--- config.mk ---
export PLATFORM = sky130hd
export DESIGN_NAME = program_loader
export DESIGN_NICKNAME = d
export VERILOG_FILES = /design/src/rtl/program_loader_pkg.sv /design/src/rtl/program_loader_ram.sv /design/src/rtl/program_loader.sv
export SDC_FILE = /design/constraint.sdc
export NUM_CORES = 1
export LEC_CHECK = 0
export CORE_MARGIN = 2
export CORE_UTILIZATION = 57
export DETAILED_ROUTE_END_ITERATION = 8
export PLACE_DENSITY = 0.85
export SYNTH_ARGS = -nofsm -noshare
export SYNTH_HDL_FRONTEND = slang
export SYNTH_SLANG_ARGS = --single-unit
--- constraint.sdc ---
create_clock -name clk -period 3.5 [get_ports clk]
set_input_delay 0.7 -clock clk [delete_from_list [all_inputs] [get_ports clk]]
set_output_delay 0.7 -clock clk [all_outputs]
set_load 0.05 [all_outputs]
--- src/rtl/program_loader_pkg.sv ---
// Shared processor package: loader FSM encoding and word-packing constants.
package program_loader_pkg;

    // Loader FSM states: waiting, expecting high byte, expecting low byte, program resident.
    typedef enum logic [1:0] {
        IDLE = 2'd0,
        HI   = 2'd1,
        LO   = 2'd2,
        DONE = 2'd3
    } load_state_t;

    // Each instruction word arrives as this many bytes, high byte first.
    localparam int BYTES_PER_WORD = 2;

    // Running checksum update: the checksum is the XOR of every word written.
    function automatic logic [15:0] checksum_fold(input logic [15:0] acc, input logic [15:0] word);
        return acc ^ word;
    endfunction

endpackage

--- src/rtl/program_loader_ram.sv ---
// Program store: one synchronous write port, one combinational read port.
// Contents are deliberately not reset so a program survives a processor reset.
module program_ram #(
    parameter int ADDR_W = 3,
    parameter int INST_W = 16
) (
    input  logic              clk,
    input  logic              we,
    input  logic [ADDR_W-1:0] wr_addr,
    input  logic [INST_W-1:0] wr_data,
    input  logic [ADDR_W-1:0] rd_addr,
    output logic [INST_W-1:0] rd_data
);

    logic [INST_W-1:0] mem_r [0:(2**ADDR_W)-1];

    // Write the addressed word on the rising edge when enabled.
    always_ff @(posedge clk) begin
        if (we) begin
            mem_r[wr_addr] <= wr_data;
        end
    end

    assign rd_data = mem_r[rd_addr];

endmodule

--- src/rtl/program_loader.sv ---
// Program loader: assembles a high-byte-first byte stream into instruction
// words, writes them into the program store and holds the processor until a
// complete program is resident.
module program_loader
    import program_loader_pkg::*;
#(
    parameter int ADDR_W = 3,
    parameter int INST_W = 16
) (
    input  logic              clk,
    input  logic              rst_n,
    input  logic              load_start,
    input  logic [7:0]        in_data,
    input  logic              in_valid,
    output logic              in_ready,
    input  logic [ADDR_W-1:0] rd_addr,
    output logic [INST_W-1:0] rd_data,
    output logic              cpu_hold,
    output logic              prog_valid,
    output logic [ADDR_W-1:0] load_addr,
    output logic [INST_W-1:0] checksum
);

    localparam int BYTE_W = INST_W / BYTES_PER_WORD;

    load_state_t       state_r;
    load_state_t       next_state_s;
    logic [BYTE_W-1:0] hi_byte_r;
    logic [ADDR_W-1:0] load_addr_r;
    logic [INST_W-1:0] checksum_r;
    logic              in_ready_r;
    logic              cpu_hold_r;
    logic              prog_valid_r;
    logic              in_ready_d_s;
    logic              cpu_hold_d_s;
    logic              prog_valid_d_s;
    logic              xfer_s;
    logic              start_s;
    logic              lo_xfer_s;
    logic              last_word_s;
    logic [INST_W-1:0] word_s;

    assign xfer_s      = in_valid & in_ready_r;
    assign start_s     = load_start & ((state_r == IDLE) | (state_r == DONE));
    assign lo_xfer_s   = (state_r == LO) & xfer_s;
    assign last_word_s = (load_addr_r == {ADDR_W{1'b1}});
    assign word_s      = {hi_byte_r, in_data};

    // State register.
    always_ff @(posedge clk or negedge rst_n) begin
        if (!rst_n) begin
            state_r <= IDLE;
        end else begin
            state_r <= next_state_s;
        end
    end

    // Next-state logic; load_start only counts outside an active load.
    always_comb begin
        next_state_s = state_r;
        case (state_r)
            IDLE:    if (load_start) next_state_s = HI;   else next_state_s = IDLE;
            HI:      if (xfer_s)     next_state_s = LO;   else next_state_s = HI;
            LO: begin
                if (xfer_s) begin
                    if (last_word_s) next_state_s = DONE;
                    else             next_state_s = HI;
                end else begin
                    next_state_s = LO;
                end
            end
            DONE:    if (load_start) next_state_s = HI;   else next_state_s = DONE;
            default: next_state_s = IDLE;
        endcase
    end

    // Output decode from the next state so the status outputs can be registered.
    always_comb begin
        in_ready_d_s   = 1'b0;
        cpu_hold_d_s   = 1'b1;
        prog_valid_d_s = 1'b0;
        case (next_state_s)
            IDLE:    begin in_ready_d_s = 1'b0; cpu_hold_d_s = 1'b1; prog_valid_d_s = 1'b0; end
            HI:      begin in_ready_d_s = 1'b1; cpu_hold_d_s = 1'b1; prog_valid_d_s = 1'b0; end
            LO:      begin in_ready_d_s = 1'b1; cpu_hold_d_s = 1'b1; prog_valid_d_s = 1'b0; end
            DONE:    begin in_ready_d_s = 1'b0; cpu_hold_d_s = 1'b0; prog_valid_d_s = 1'b1; end
            default: begin in_ready_d_s = 1'b0; cpu_hold_d_s = 1'b1; prog_valid_d_s = 1'b0; end
        endcase
    end

    // Registered status outputs.
    always_ff @(posedge clk or negedge rst_n) begin
        if (!rst_n) begin
            in_ready_r   <= 1'b0;
            cpu_hold_r   <= 1'b1;
            prog_valid_r <= 1'b0;
        end else begin
            in_ready_r   <= in_ready_d_s;
            cpu_hold_r   <= cpu_hold_d_s;
            prog_valid_r <= prog_valid_d_s;
        end
    end

    // Load datapath: high-byte capture, write pointer and running checksum.
    always_ff @(posedge clk or negedge rst_n) begin
        if (!rst_n) begin
            hi_byte_r   <= {BYTE_W{1'b0}};
            load_addr_r <= {ADDR_W{1'b0}};
            checksum_r  <= {INST_W{1'b0}};
        end else if (start_s) begin
            load_addr_r <= {ADDR_W{1'b0}};
            checksum_r  <= {INST_W{1'b0}};
        end else if (lo_xfer_s) begin
            // The pointer wraps to 0 naturally after the last word.
            load_addr_r <= load_addr_r + ADDR_W'(1);
            checksum_r  <= checksum_fold(checksum_r, word_s);
        end else if ((state_r == HI) && xfer_s) begin
            hi_byte_r <= in_data;
        end
    end

    program_ram #(
        .ADDR_W (ADDR_W),
        .INST_W (INST_W)
    ) u_ram (
        .clk     (clk),
        .we      (lo_xfer_s),
        .wr_addr (load_addr_r),
        .wr_data (word_s),
        .rd_addr (rd_addr),
        .rd_data (rd_data)
    );

    assign in_ready   = in_ready_r;
    assign cpu_hold   = cpu_hold_r;
    assign prog_valid = prog_valid_r;
    assign load_addr  = load_addr_r;
    assign checksum   = checksum_r;

endmodule
# Yosys cells after proc, flatten, opt, wreduce, memory -nomap -nowiden
# Memory sizes are Yosys's and may differ from the RTL's.
# Cells that the tools add are included.
dict set report op_classes {
  n_addsub 1
  n_mux 15
  bitwise 7
  n_reduce_logical 8
  eq_ne 7
}
# op count
set op_table {}
lappend op_table {{$mux W16} 2}
lappend op_table {{$xor A16 B16 Y16} 1}
lappend op_table {{$eq A2 B2 Y1 const B} 4}
lappend op_table {{$mux W2} 4}
lappend op_table {{$pmux W2 S4} 1}
lappend op_table {{$mux W3} 2}
lappend op_table {{$pmux W1 S2} 3}
lappend op_table {{$eq A2 B1 Y1 const B} 2}
lappend op_table {{$logic_not A2 Y1} 2}
lappend op_table {{$reduce_or A2 Y1} 2}
lappend op_table {{$add A3 B1 Y3 const B} 1}
lappend op_table {{$and A1 B1 Y1} 3}
lappend op_table {{$eq A3 B3 Y1 const B} 1}
lappend op_table {{$mux W1} 3}
lappend op_table {{$reduce_and A3 Y1} 1}
lappend op_table {{$reduce_or A3 Y1} 1}
lappend op_table {{$not A1 Y1} 2}
lappend op_table {{$reduce_bool A2 Y1} 1}
lappend op_table {{$logic_and A1 B1 Y1} 1}
lappend op_table {{$or A1 B1 Y1} 1}
dict set report totals {
  ff_bits 32
  n_memories 1
  ram_bits 128
  output_inout_bits 38
  in_bits 15
}
# name depth word_bits read_ports rd_clocked_by_memory_dff write_ports line
set mem_list {}
lappend mem_list {u_ram.mem_r 8 16 1 0 1 program_loader_ram.sv:15} ;# logic [INST_W-1:0] mem_r [0:(2**ADDR_W)-1];

# Logic depth before layout (Yosys ltp)
dict set report depth {
  depth_word 7
  mapped_depth 7
  depth_no_buf 6
}

# Hierarchy
# A second synthesis with hierarchy kept.
dict set report unflattened {
  hier_cells 323
  area_unflattened_um2 6454.9
}
# mod instances area_per_inst_um2 cells_each
set by_module_without_submodules {}
lappend by_module_without_submodules {program_ram 1 4973.5 198}
lappend by_module_without_submodules {program_loader 1 1481.4 125}

# Least setup slack after synthesis
# OpenSTA, ideal clock, no wires.
dict set report synth_timing {
  path_kind {register to register}
  start {reg state_r[0]}
  end {mem u_ram.mem_r[0][0] (enable)}
  t_required_ps 3069
  arrival_ps 2733
  slack_ps 336
  path_stages_with_launch 6
  path_cell_list {dfrtp_1 inv_1 ha_1 buf_2 nand3_1 nor4_1}
}
dict set report synth_via {
  elab_chain_cells 4
}
# element line
set synth_lines {}
lappend synth_lines {{start, declared} program_loader.sv:26} ;# load_state_t state_r;
lappend synth_lines {{start signal, assigned} program_loader.sv:54} ;# state_r <= next_state_s;
lappend synth_lines {{$eq A2 B2 Y1} program_loader.sv:45} ;# assign lo_xfer_s = (state_r == LO) & xfer_s;
lappend synth_lines {{$and A1 B1 Y1} program_loader.sv:45}
lappend synth_lines {{$mux W1} program_loader_ram.sv:19} ;# if (we) begin
lappend synth_lines {{$mux W1 (implied by the code)} program_loader_ram.sv:20} ;# mem_r[wr_addr] <= wr_data;
lappend synth_lines {{end, declared} program_loader_ram.sv:15}
# Every way passes these cells.

# Final worst setup path
dict set report layout_timing {
  start {in rd_addr[0]}
  end {out rd_data[9]}
}
dict set report layout_via {
  elab_chain_cells 1
}
# element line
set layout_lines {}
lappend layout_lines {{start, declared} program_loader.sv:16} ;# input logic [ADDR_W-1:0] rd_addr,
lappend layout_lines {{$mem_v2 Z8 W16} -}
lappend layout_lines {{end, declared} program_loader.sv:17} ;# output logic [INST_W-1:0] rd_data,
# Every way passes these cells.

==> run metrics <==
layout cell share with drive strength beyond 1=0.239; Die ar.=12,200 µm²; DR iter-0 viols=about 230; Mapped Cells=321; Congestion Overflow GR=0; pin count of the biggest net entering global routing=33; clk buf depth=2; CP endpoint kind=output pin; top cells by area, synth=edfxtp_1 60%, dfrtp_1 12%, mux4_1 11%, mux2_2 4.2%, xor2_1 2.3%; P_int=3.42 mW; TritonCTS buffer count=17; first-pass GRT wire length=between 15 and 20 mm; design area=7690 µm²; count leader, synth=edfxtp_1; sequential fraction of the synthesis area=0.721; cell row count=38; vias in the first global route=3,355; syn nets=~340; max-slew violations=0; number of flops mapped to enable cells by yosys=128; DIE WIDTH=110 µm; CTS tree=yes; sequential share of power=0.520; Initial Util=0.589; Placed Instances=510; Data required, critical path=roughly 2.8 ns; worst-path fanout max=32; Pre-antenna DRT Iters=4; # DRC=0; final std cells w/o fill=approximately 540; WHS=0.539 ns; CP arrival=2.60 ns; CTS resizes=0; CTS Sinks=160; register-to-register setup slack=0.82 ns; CTS clock-pin slew for the worst setup and hold paths=0.06 ns; Post-Route Skew=roughly 0.008 ns; Post-synth ARST share=0.200; hpwl dp=6.99 mm; Post-Syn Area=between 6000 and 7000 µm²; origin of the critical flop-to-flop path=state_r[0]; post-layout min period=3.30 ns; layout net count=411; fin crit share=0.942; clk_lat worst skew=0.42 ns; Area Growth Syn to Fin=19.3%; total power draw=4.74 mW; outcome=finished, final reports clean; WL final=12.4 mm; top cell type's share of synthesized area=0.596; Setup WS post-layout=0.203 ns; Synth Area per Inst=20.1 µm²; die span in y=110 µm; CTS Hold Bufs=0; LEAKAGE=2.79 nW; synth unique cells=29; synth warn=0; FILL cells=673; deepest level of the CTS H-tree=4; I/O Buffers=52; CTS root buffer=clkbuf_16; Worst R2R End=u_ram.mem_r[0][3]; hold endpoint=checksum[3]; RePlAce Congestion=between 0.7 and 0.8; clock network fraction of design power=0.353; RSZ-0062 raised after global routing=false; final core occ=0.703; critical path class=input port to output pin; initial antenna violation count=0; wire length per cell=22.9 µm; HP Class=register to register; Post-CTS Setup Repair Bufs=0; routed via count=3,218; Post-synth top cells=128 x edfxtp_1, 31 x dfrtp_1, 28 x mux4_1; cell taking the most area after synthesis=edfxtp_1; Worst Hold Depth=2; critical hold path startpoint=checksum[3]; Comb power frac=0.127; Final Hold Vio Count=0; Psw=between 1 and 1.5 mW; Antenna Violating Nets Remaining=0; Fmax=between 0.3 and 0.4 GHz; Peak supply drop=623 µV; Top FF cell, synth=edfxtp_1; startpoint types=input port; switch share=0.279; Total GRT Usage=0.227; Rel. slew slack=0.503; Setup TNS Final=0 ns; pwr dens=616 nW/µm²; Core ar.=10,900 µm²; synthesized flop and latch total=160; maximum capacitance violations=0; # IOs=between 50 and 60; R2R depth=5; Finish-stage setup viols=0; DP Area=7150 µm²; vias per cell=5.94; pre-CTS setup slack=0.237 ns; Antenna Diode Count=0; worst-margin pin slew=0.745 ns
==> cells by family (layout without fill, tap and decap cells) <==
| kind of cell | count (synthesis) | count (layout) | share of synthesized area |
|---|---|---|---|
| flip-flops | 160 | 160 | 0.721 |
| multiplexers | 61 | 61 | 0.178 |
| AND/OR/NAND/NOR | 51 | 51 | 0.0423 |
| buffers and inverters | 21 | 102 | 0.0186 |
| XOR/XNOR | 17 | 17 | 0.0231 |
| adder cells (fa/ha/maj) | 7 | 7 | 0.0136 |
| AO/OA/AOI/OAI | 4 | 4 | 0.00388 |
==> final cells by class <==
| class | instances | area [µm²] | share of cell area |
|---|---|---|---|
| Tap cell | 140 | 175 | 0.0228 |
| Timing Repair Buffer | 66 | 611 | 0.0794 |
| Multi-Input combinational cell | 140 | 1710 | 0.222 |
| Clock buffer | 19 | 433 | 0.0563 |
| Sequential cell | 160 | 4650 | 0.604 |
| Clock inverter | 13 | 106 | 0.0138 |
| Inverter | 4 | 15.0 | 0.00195 |
==> routing by layer <==
layer / vias up / wire length, µm / GRT usage
met2: 124 / 6400 / 0.381
met4: 0 / 193 / 0.0848
met1: 1643 / 5100 / 0.297
met5: - / 0 / 0
met3: 16 / 713 / 0.0470
li1: 1435 / - / -
==> power groups by stage <==
stage | Combinational, mW | Clock, mW | Sequential, mW
global route | 0.642 | 1.78 | 2.49
floorplan | 0.360 | 0 | 2.49
finish | 0.600 | 1.67 | 2.46
detailed placement | 0.592 | 0 | 2.49
global placement | 0.576 | 0 | 2.48
CTS | 0.604 | 1.70 | 2.46
==> worst max-delay path by stage <==
stage / slack (ns) / start / depth (start not counted) / end
6_report: 0.20 / rd_addr[0] / 5 / rd_data[9]
3_3_place_gp: 0.26 / rd_addr[0] / 5 / rd_data[9]
5_1_grt: 0.14 / rd_addr[0] / 5 / rd_data[9]
2_1_floorplan: 0.34 / state_r[0] / 5 / u_ram.mem_r[0][0]
3_5_place_dp: 0.24 / rd_addr[0] / 5 / rd_data[0]
4_1_cts: 0.18 / rd_addr[0] / 5 / rd_data[9]
==> worst max-delay path: stages <==
cell and delay (ns):
clkdlybuf4s50_1 0.51, buf_12 0.23, mux4_1 0.62, mux2_2 0.31, buf_4 0.19
==> cell usage in the layout (no fill, tap or decap), drive strengths merged <==
cell and n:
clkinvlp 5, xor2 17, nand2b 2, buf 30, dfrtp 31, nand2 2, a21oi 2, nor2 22
nand4 17, ha 7, mux2i 5, clkinv 3, clkdlybuf4s50 36, a211oi 1, nand3 1, mux2 24
nor4 1, mux4 32, dfstp 1, nor3 4, nor4b 1, inv 9, edfxtp 128, nor2b 1
clkbuf 19, a22oi 1
==> registers in the layout, indices dropped and copies added, names as in the netlist <==
signal,flops
prog_valid,1
cpu_hold,1
hi_byte_r,8
u_ram.mem_r,128
state_r,2
checksum,16
in_ready,1
load_addr,3
Power figures use the tool's default switching activity.
